===== config.mk =====
export PLATFORM = sky130hd
export DESIGN_NAME = keypad_scanner
export DESIGN_NICKNAME = d
export VERILOG_FILES = /design/src/rtl/keypad_scanner.sv
export SDC_FILE = /design/constraint.sdc
export NUM_CORES = 1
export LEC_CHECK = 0
export BUFFER_PORTS_ARGS = -buffer_cell sky130_fd_sc_hd__buf_2
export CAP_MARGIN = 25
export CORE_ASPECT_RATIO = 0.7
export CORE_MARGIN = 4
export CORE_UTILIZATION = 55
export CTS_BUF_LIST = sky130_fd_sc_hd__clkbuf_2
export DETAILED_ROUTE_END_ITERATION = 16
export PLACE_DENSITY = 0.74
export SLEW_MARGIN = 20
export SYNTH_ARGS = -nofsm -noshare
export SYNTH_HDL_FRONTEND = slang
export SYNTH_SLANG_ARGS = --single-unit
export TNS_END_PERCENT = 30

===== constraint.sdc =====
create_clock -name clk -period 3.5 [get_ports clk]
set_clock_uncertainty 0.1 [all_clocks]
set_input_delay 0.35 -clock clk [delete_from_list [all_inputs] [get_ports clk]]
set_output_delay 0.35 -clock clk [all_outputs]
set_load 0.005 [all_outputs]

===== src/rtl/keypad_scanner.sv =====
// 4x4 matrix keypad scanner: one column driven per scan step, debounced press/release, hex key code out.
// Optional auto-repeat while a key stays held: define KEY_REPEAT_EN.
//
// state    | meaning
// ---------+---------------------------------------------------------------
// SCAN     | walking the columns, waiting for a single low row
// DEBOUNCE | column frozen, counting identical samples of the candidate key
// HELD     | key accepted, column frozen, counting all-high samples to release
module keypad_scanner #(
  parameter int DEBOUNCE_CNT = 3
`ifdef KEY_REPEAT_EN
  , parameter int REPEAT_DELAY = 10
  , parameter int REPEAT_RATE  = 4
`endif
) (
  input  logic       clk,
  input  logic       rst_n,
  input  logic       sclk,
  input  logic [3:0] row_n,
  output logic [3:0] col_n,
  output logic [3:0] key_code,
  output logic       key_valid,
  output logic       key_held
);

  typedef enum logic [1:0] {
    ST_SCAN     = 2'd0,
    ST_DEBOUNCE = 2'd1,
    ST_HELD     = 2'd2
  } state_t;

  localparam logic [3:0] LP_DEB = 4'(DEBOUNCE_CNT);

  state_t     r_state, w_state_nxt;
  logic       r_sclk_s1, r_sclk_s2, r_sclk_prev, r_step;
  logic [3:0] r_row_s1, r_row_s2;
  logic [1:0] r_col, w_col_nxt;
  logic [3:0] r_cnt, w_cnt_nxt, w_cnt_inc;
  logic [1:0] r_cand, w_cand_nxt;
  logic [3:0] r_code, w_code_nxt;
  logic       r_valid, w_valid_nxt;
  logic       r_held, w_held_nxt;
  logic       w_single, w_accept;
  logic [1:0] w_row_idx;
`ifdef KEY_REPEAT_EN
  localparam logic [7:0] LP_RPT_DLY = 8'(REPEAT_DELAY);
  localparam logic [7:0] LP_RPT_RLD = 8'(REPEAT_DELAY - REPEAT_RATE);
  logic [7:0] r_rpt, w_rpt_nxt, w_rpt_inc;
  assign w_rpt_inc = r_rpt + 8'd1;
`endif

  function automatic logic [3:0] key_map(input logic [1:0] col, input logic [1:0] row);
    logic [3:0] code;
    case ({col, row})
      4'b00_00: code = 4'h1;
      4'b00_01: code = 4'h4;
      4'b00_10: code = 4'h7;
      4'b00_11: code = 4'h0;
      4'b01_00: code = 4'h2;
      4'b01_01: code = 4'h5;
      4'b01_10: code = 4'h8;
      4'b01_11: code = 4'hF;
      4'b10_00: code = 4'h3;
      4'b10_01: code = 4'h6;
      4'b10_10: code = 4'h9;
      4'b10_11: code = 4'hE;
      4'b11_00: code = 4'hA;
      4'b11_01: code = 4'hB;
      4'b11_10: code = 4'hC;
      default:  code = 4'hD;
    endcase
    return code;
  endfunction

  // Sync flops reset high so an sclk already high at reset release is not seen as an edge.
  always_ff @(posedge clk) begin
    if (!rst_n) begin
      r_sclk_s1   <= 1'b1;
      r_sclk_s2   <= 1'b1;
      r_sclk_prev <= 1'b1;
      r_step      <= 1'b0;
      r_row_s1    <= 4'hF;
      r_row_s2    <= 4'hF;
    end else begin
      r_sclk_s1   <= sclk;
      r_sclk_s2   <= r_sclk_s1;
      r_sclk_prev <= r_sclk_s2;
      r_step      <= r_sclk_s2 & ~r_sclk_prev;
      r_row_s1    <= row_n;
      r_row_s2    <= r_row_s1;
    end
  end

  always_comb begin
    w_single  = 1'b1;
    w_row_idx = 2'd0;
    case (r_row_s2)
      4'b1110: w_row_idx = 2'd0;
      4'b1101: w_row_idx = 2'd1;
      4'b1011: w_row_idx = 2'd2;
      4'b0111: w_row_idx = 2'd3;
      default: w_single  = 1'b0;
    endcase
  end

  assign w_cnt_inc = r_cnt + 4'd1;

  always_comb begin
    w_state_nxt = r_state;
    w_col_nxt   = r_col;
    w_cnt_nxt   = r_cnt;
    w_cand_nxt  = r_cand;
    w_code_nxt  = r_code;
    w_valid_nxt = 1'b0;
    w_held_nxt  = r_held;
    w_accept    = 1'b0;
`ifdef KEY_REPEAT_EN
    w_rpt_nxt   = r_rpt;
`endif
    if (r_step) begin
      case (r_state)
        ST_SCAN: begin
          if (w_single) begin
            w_cand_nxt = w_row_idx;
            w_cnt_nxt  = 4'd1;
            if (LP_DEB == 4'd1) w_accept = 1'b1;
            else                w_state_nxt = ST_DEBOUNCE;
          end else begin
            w_col_nxt = r_col + 2'd1;
          end
        end
        ST_DEBOUNCE: begin
          if (w_single && (w_row_idx == r_cand)) begin
            w_cnt_nxt = w_cnt_inc;
            if (w_cnt_inc == LP_DEB) w_accept = 1'b1;
          end else begin
            w_cnt_nxt   = 4'd0;
            w_col_nxt   = r_col + 2'd1;
            w_state_nxt = ST_SCAN;
          end
        end
        ST_HELD: begin
          if (r_row_s2 == 4'hF) begin
            w_cnt_nxt = w_cnt_inc;
            if (w_cnt_inc == LP_DEB) begin
              w_held_nxt  = 1'b0;
              w_cnt_nxt   = 4'd0;
              w_col_nxt   = r_col + 2'd1;
              w_state_nxt = ST_SCAN;
            end
          end else begin
            w_cnt_nxt = 4'd0;
          end
`ifdef KEY_REPEAT_EN
          // Reload below the delay so later repeats come every REPEAT_RATE steps.
          if (w_single && (w_row_idx == r_cand)) begin
            w_rpt_nxt = w_rpt_inc;
            if (w_rpt_inc == LP_RPT_DLY) begin
              w_valid_nxt = 1'b1;
              w_rpt_nxt   = LP_RPT_RLD;
            end
          end else begin
            w_rpt_nxt = 8'd0;
          end
`endif
        end
        default: w_state_nxt = ST_SCAN;
      endcase
    end
    if (w_accept) begin
      w_code_nxt  = key_map(r_col, w_row_idx);
      w_valid_nxt = 1'b1;
      w_held_nxt  = 1'b1;
      w_cnt_nxt   = 4'd0;
      w_state_nxt = ST_HELD;
`ifdef KEY_REPEAT_EN
      w_rpt_nxt   = 8'd0;
`endif
    end
  end

  always_ff @(posedge clk) begin
    if (!rst_n) begin
      r_state <= ST_SCAN;
      r_col   <= 2'd0;
      r_cnt   <= 4'd0;
      r_cand  <= 2'd0;
      r_code  <= 4'd0;
      r_valid <= 1'b0;
      r_held  <= 1'b0;
`ifdef KEY_REPEAT_EN
      r_rpt   <= 8'd0;
`endif
    end else begin
      r_state <= w_state_nxt;
      r_col   <= w_col_nxt;
      r_cnt   <= w_cnt_nxt;
      r_cand  <= w_cand_nxt;
      r_code  <= w_code_nxt;
      r_valid <= w_valid_nxt;
      r_held  <= w_held_nxt;
`ifdef KEY_REPEAT_EN
      r_rpt   <= w_rpt_nxt;
`endif
    end
  end

  assign col_n     = ~(4'b0001 << r_col);
  assign key_code  = r_code;
  assign key_valid = r_valid;
  assign key_held  = r_held;

endmodule


==> impl_metrics.tcl <==
set metrics [dict create \
    layout-drive-gt1-share_pct 14.7 \
    seq_area_um2 561 \
    synth_top_area_share_pct 34.2 \
    io_buffers 16 \
    grt_max_degree 23 \
    cp_max_fo 9 \
    critPathMostFrequentCell "o21ai_0" \
    nFillCells 226 \
    dieArea_um2 3930 \
    rsz0062_at_grt "no" \
    synth_warnings 0 \
    p_leak_nw 0.720 \
    ys.flop_type "dfxtp_1" \
    ios 17 \
    syn_area_per_cell_um2 9.16 \
    wl_per_cell_um 14.6 \
    final_cell_mix "28 x dfxtp_1, 18 x inv_1, 16 x buf_2, 14 x nand2_1, 13 x nand2b_1" \
    die_y_um 53.7 \
    pre_cts_slack_ns 1.28 \
    syn_inst 179 \
    finalCritPeriodShare_pct 67.0 \
    path_cells "xor2_1 > and3_1 > inv_1 > ha_1 > nor2_1 > o21ai_0 > o21ai_0 > o2bb2ai_1" \
    ys_ff_latch 28 \
    final_common_cell "dfxtp_1" \
    wl_um 3330 \
    clock_sinks 28 \
    required_ns 3.73 \
    via_count 1326 \
    multi_input_area_um2 953 \
    clk_pin_slew_worst_paths_ns 0.28 \
    die_w_um 73.3 \
    cts_resized 0 \
    yosysSeqAreaShare_pct 34.2 \
    setup_tns_ns 0 \
    avgViaCountPerCell 5.84 \
    ctsRootBufferMaster "clkbuf_2" \
    postCtsHoldBufs 0 \
    num_rows 16 \
    syn_area_um2 1640 \
    power_density_nw_per_um2 332 \
    htree_levels 1 \
    grt_antenna_before_repair 0 \
    synth_area_leader_cell "dfxtp_1" \
    ir_drop_uv 260 \
    grt_pass1_vias 1254 \
    cts_buffers 3 \
    area_delta_synth_final_pct 6.87 \
    fin_ws_ns 1.16 \
    postLayoutCellArea_um2 1750 \
    dr.pass1.iters 4 \
    core_um2 2820 \
    drc 0 \
    fin_nets 210 \
    dp_hpwl_um 2420 \
    critical_path_buf_inv_count 1 \
    diodes 0 \
    crit_family "flip-flops" \
    fin_crit_ns 2.34 \
    criticalPathCategory "flip-flop to flip-flop" \
    place_area_um2 1710 \
    crit_arrival_ns 2.57 \
    async_reset_ff_share_pct 0 \
    gp_congestion 0.856 \
    max_stage_delay_ns 0.61 \
    setup_viol 0 \
    post_cts_buffers 0 \
    cts_buffer_depth 2 \
    ys_top_cells_by_area "dfxtp_1 34%, ha_1 8.4%, nand2b_1 5.0%" \
    finalHoldViolations 0 \
    cap_violations 0 \
    synthDistinctLibCells 56 \
    synth_nets 197 \
    critPathLaunchType "flip-flop" \
    globalRouteOverflowTotal 0 \
    crit_path_end_kind "flip-flop" \
    cts_tree "done" \
    run_status "complete, no violations" \
    start_util_pct 58.1 \
    maxSlewViolCount 0 \
    postRouteAntennaNets 0 \
    initialDrtViolationCount 109 \
    grt_usage_pct 18.3 \
    slew_headroom_pct 56.9 \
    worst_pin_slew_ns 0.647 \
    crit_slowest_cell "dfxtp_1" \
    synth-edff-count 0 \
    fmax_mhz 427 \
    min_path_type "input port to flip-flop" \
    clk_latency_ns 0.38 \
    grt_pass1_wl_um 5660 \
]
## stage by stage
stage | std cells | utilization (%) | power [mW] | hold WS, ns
floorplan | 179 | - | 0.379 | 0.267
global placement | 223 | 60.5 | 0.386 | 0.271
detailed placement | 223 | 60.5 | 0.389 | 0.280
CTS | 227 | 62.1 | 0.583 | 0.0164
global route | 227 | 62.1 | 0.606 | 0.000439
finish | 227 | 62.1 | 0.582 | 0.0163
## Yosys cell counts (2+ instances only)
cell type,count
dfxtp_1,28
inv_1,18
nand2_1,14
nand2b_1,13
ha_1,11
a21oi_1,6
and2_1,5
o21ai_0,5
mux2i_1,4
nor2b_1,4
o2bb2ai_1,4
a21o_1,3
and3_1,3
buf_6,3
clkbuf_1,3
nor2_1,3
xnor2_1,3
a211oi_1,2
a21boi_1,2
nand3b_1,2
nand4_1,2
nor3_1,2
o2111ai_1,2
o21a_1,2
o221a_1,2
or3_1,2
xor2_1,2
## area by class of cell
cell class / count / share of cell area (%)
clock inverters: 1 / 1.71
multi-input cells: 125 / 54.4
flip-flops and latches: 28 / 32.0
well taps: 36 / 2.57
clock buffers: 3 / 0.857
repair buffers: 16 / 4.57
inverters: 18 / 3.86
## per-layer routing
metal / vias up / share of wire, % / track usage [%]
met4: 0 / 1.4 / 4.60
met1: 636 / 50 / 25.3
li1: 657 / - / -
met5: - / 0 / 0
met2: 27 / 44 / 28.6
met3: 6 / 5.0 / 4.66
## cell families after synthesis
| group | Yosys count | synth area share, % |
|---|---|---|
| muxes | 4 | 2.44 |
| xor gates and xnor gates | 5 | 2.67 |
| adders and majority gates | 12 | 9.01 |
| and+or+nand+nor | 59 | 21.5 |
| buffers and inverters | 26 | 7.63 |
| AOI/OAI and AO/OA | 45 | 22.5 |
| DFF | 28 | 34.2 |
## where the power goes
part / internal [mW] / switching (mW)
clock network: 0.0982 / 0.0999
logic: 0.0228 / 0.0270
registers: 0.326 / 0.00762
total: 0.447 / 0.135
## path summary, 6_finish.rpt
kind / start / to / slack, ns / cells after the start
hold / removal: row_n[2] / r_row_s1[2] / 0.02 / 2
setup reg to reg: r_row_s2[3] / key_code[1] / 1.16 / 8
hold reg to reg: r_sclk_prev / r_step / 0.28 / 1
setup / recovery: r_row_s2[3] / key_code[1] / 1.16 / 8
## flip-flops by register name, indices dropped and copies added, names as in the netlist
register     cells
r_row_s2         4
r_row_s1         4
key_held         1
r_sclk_prev      1
r_cnt            4
r_sclk_s1        1
r_col            2
r_state          2
key_code         4
key_valid        1
r_sclk_s2        1
r_step           1
r_cand           2
No activity file was read; power rests on OpenSTA's default activity.
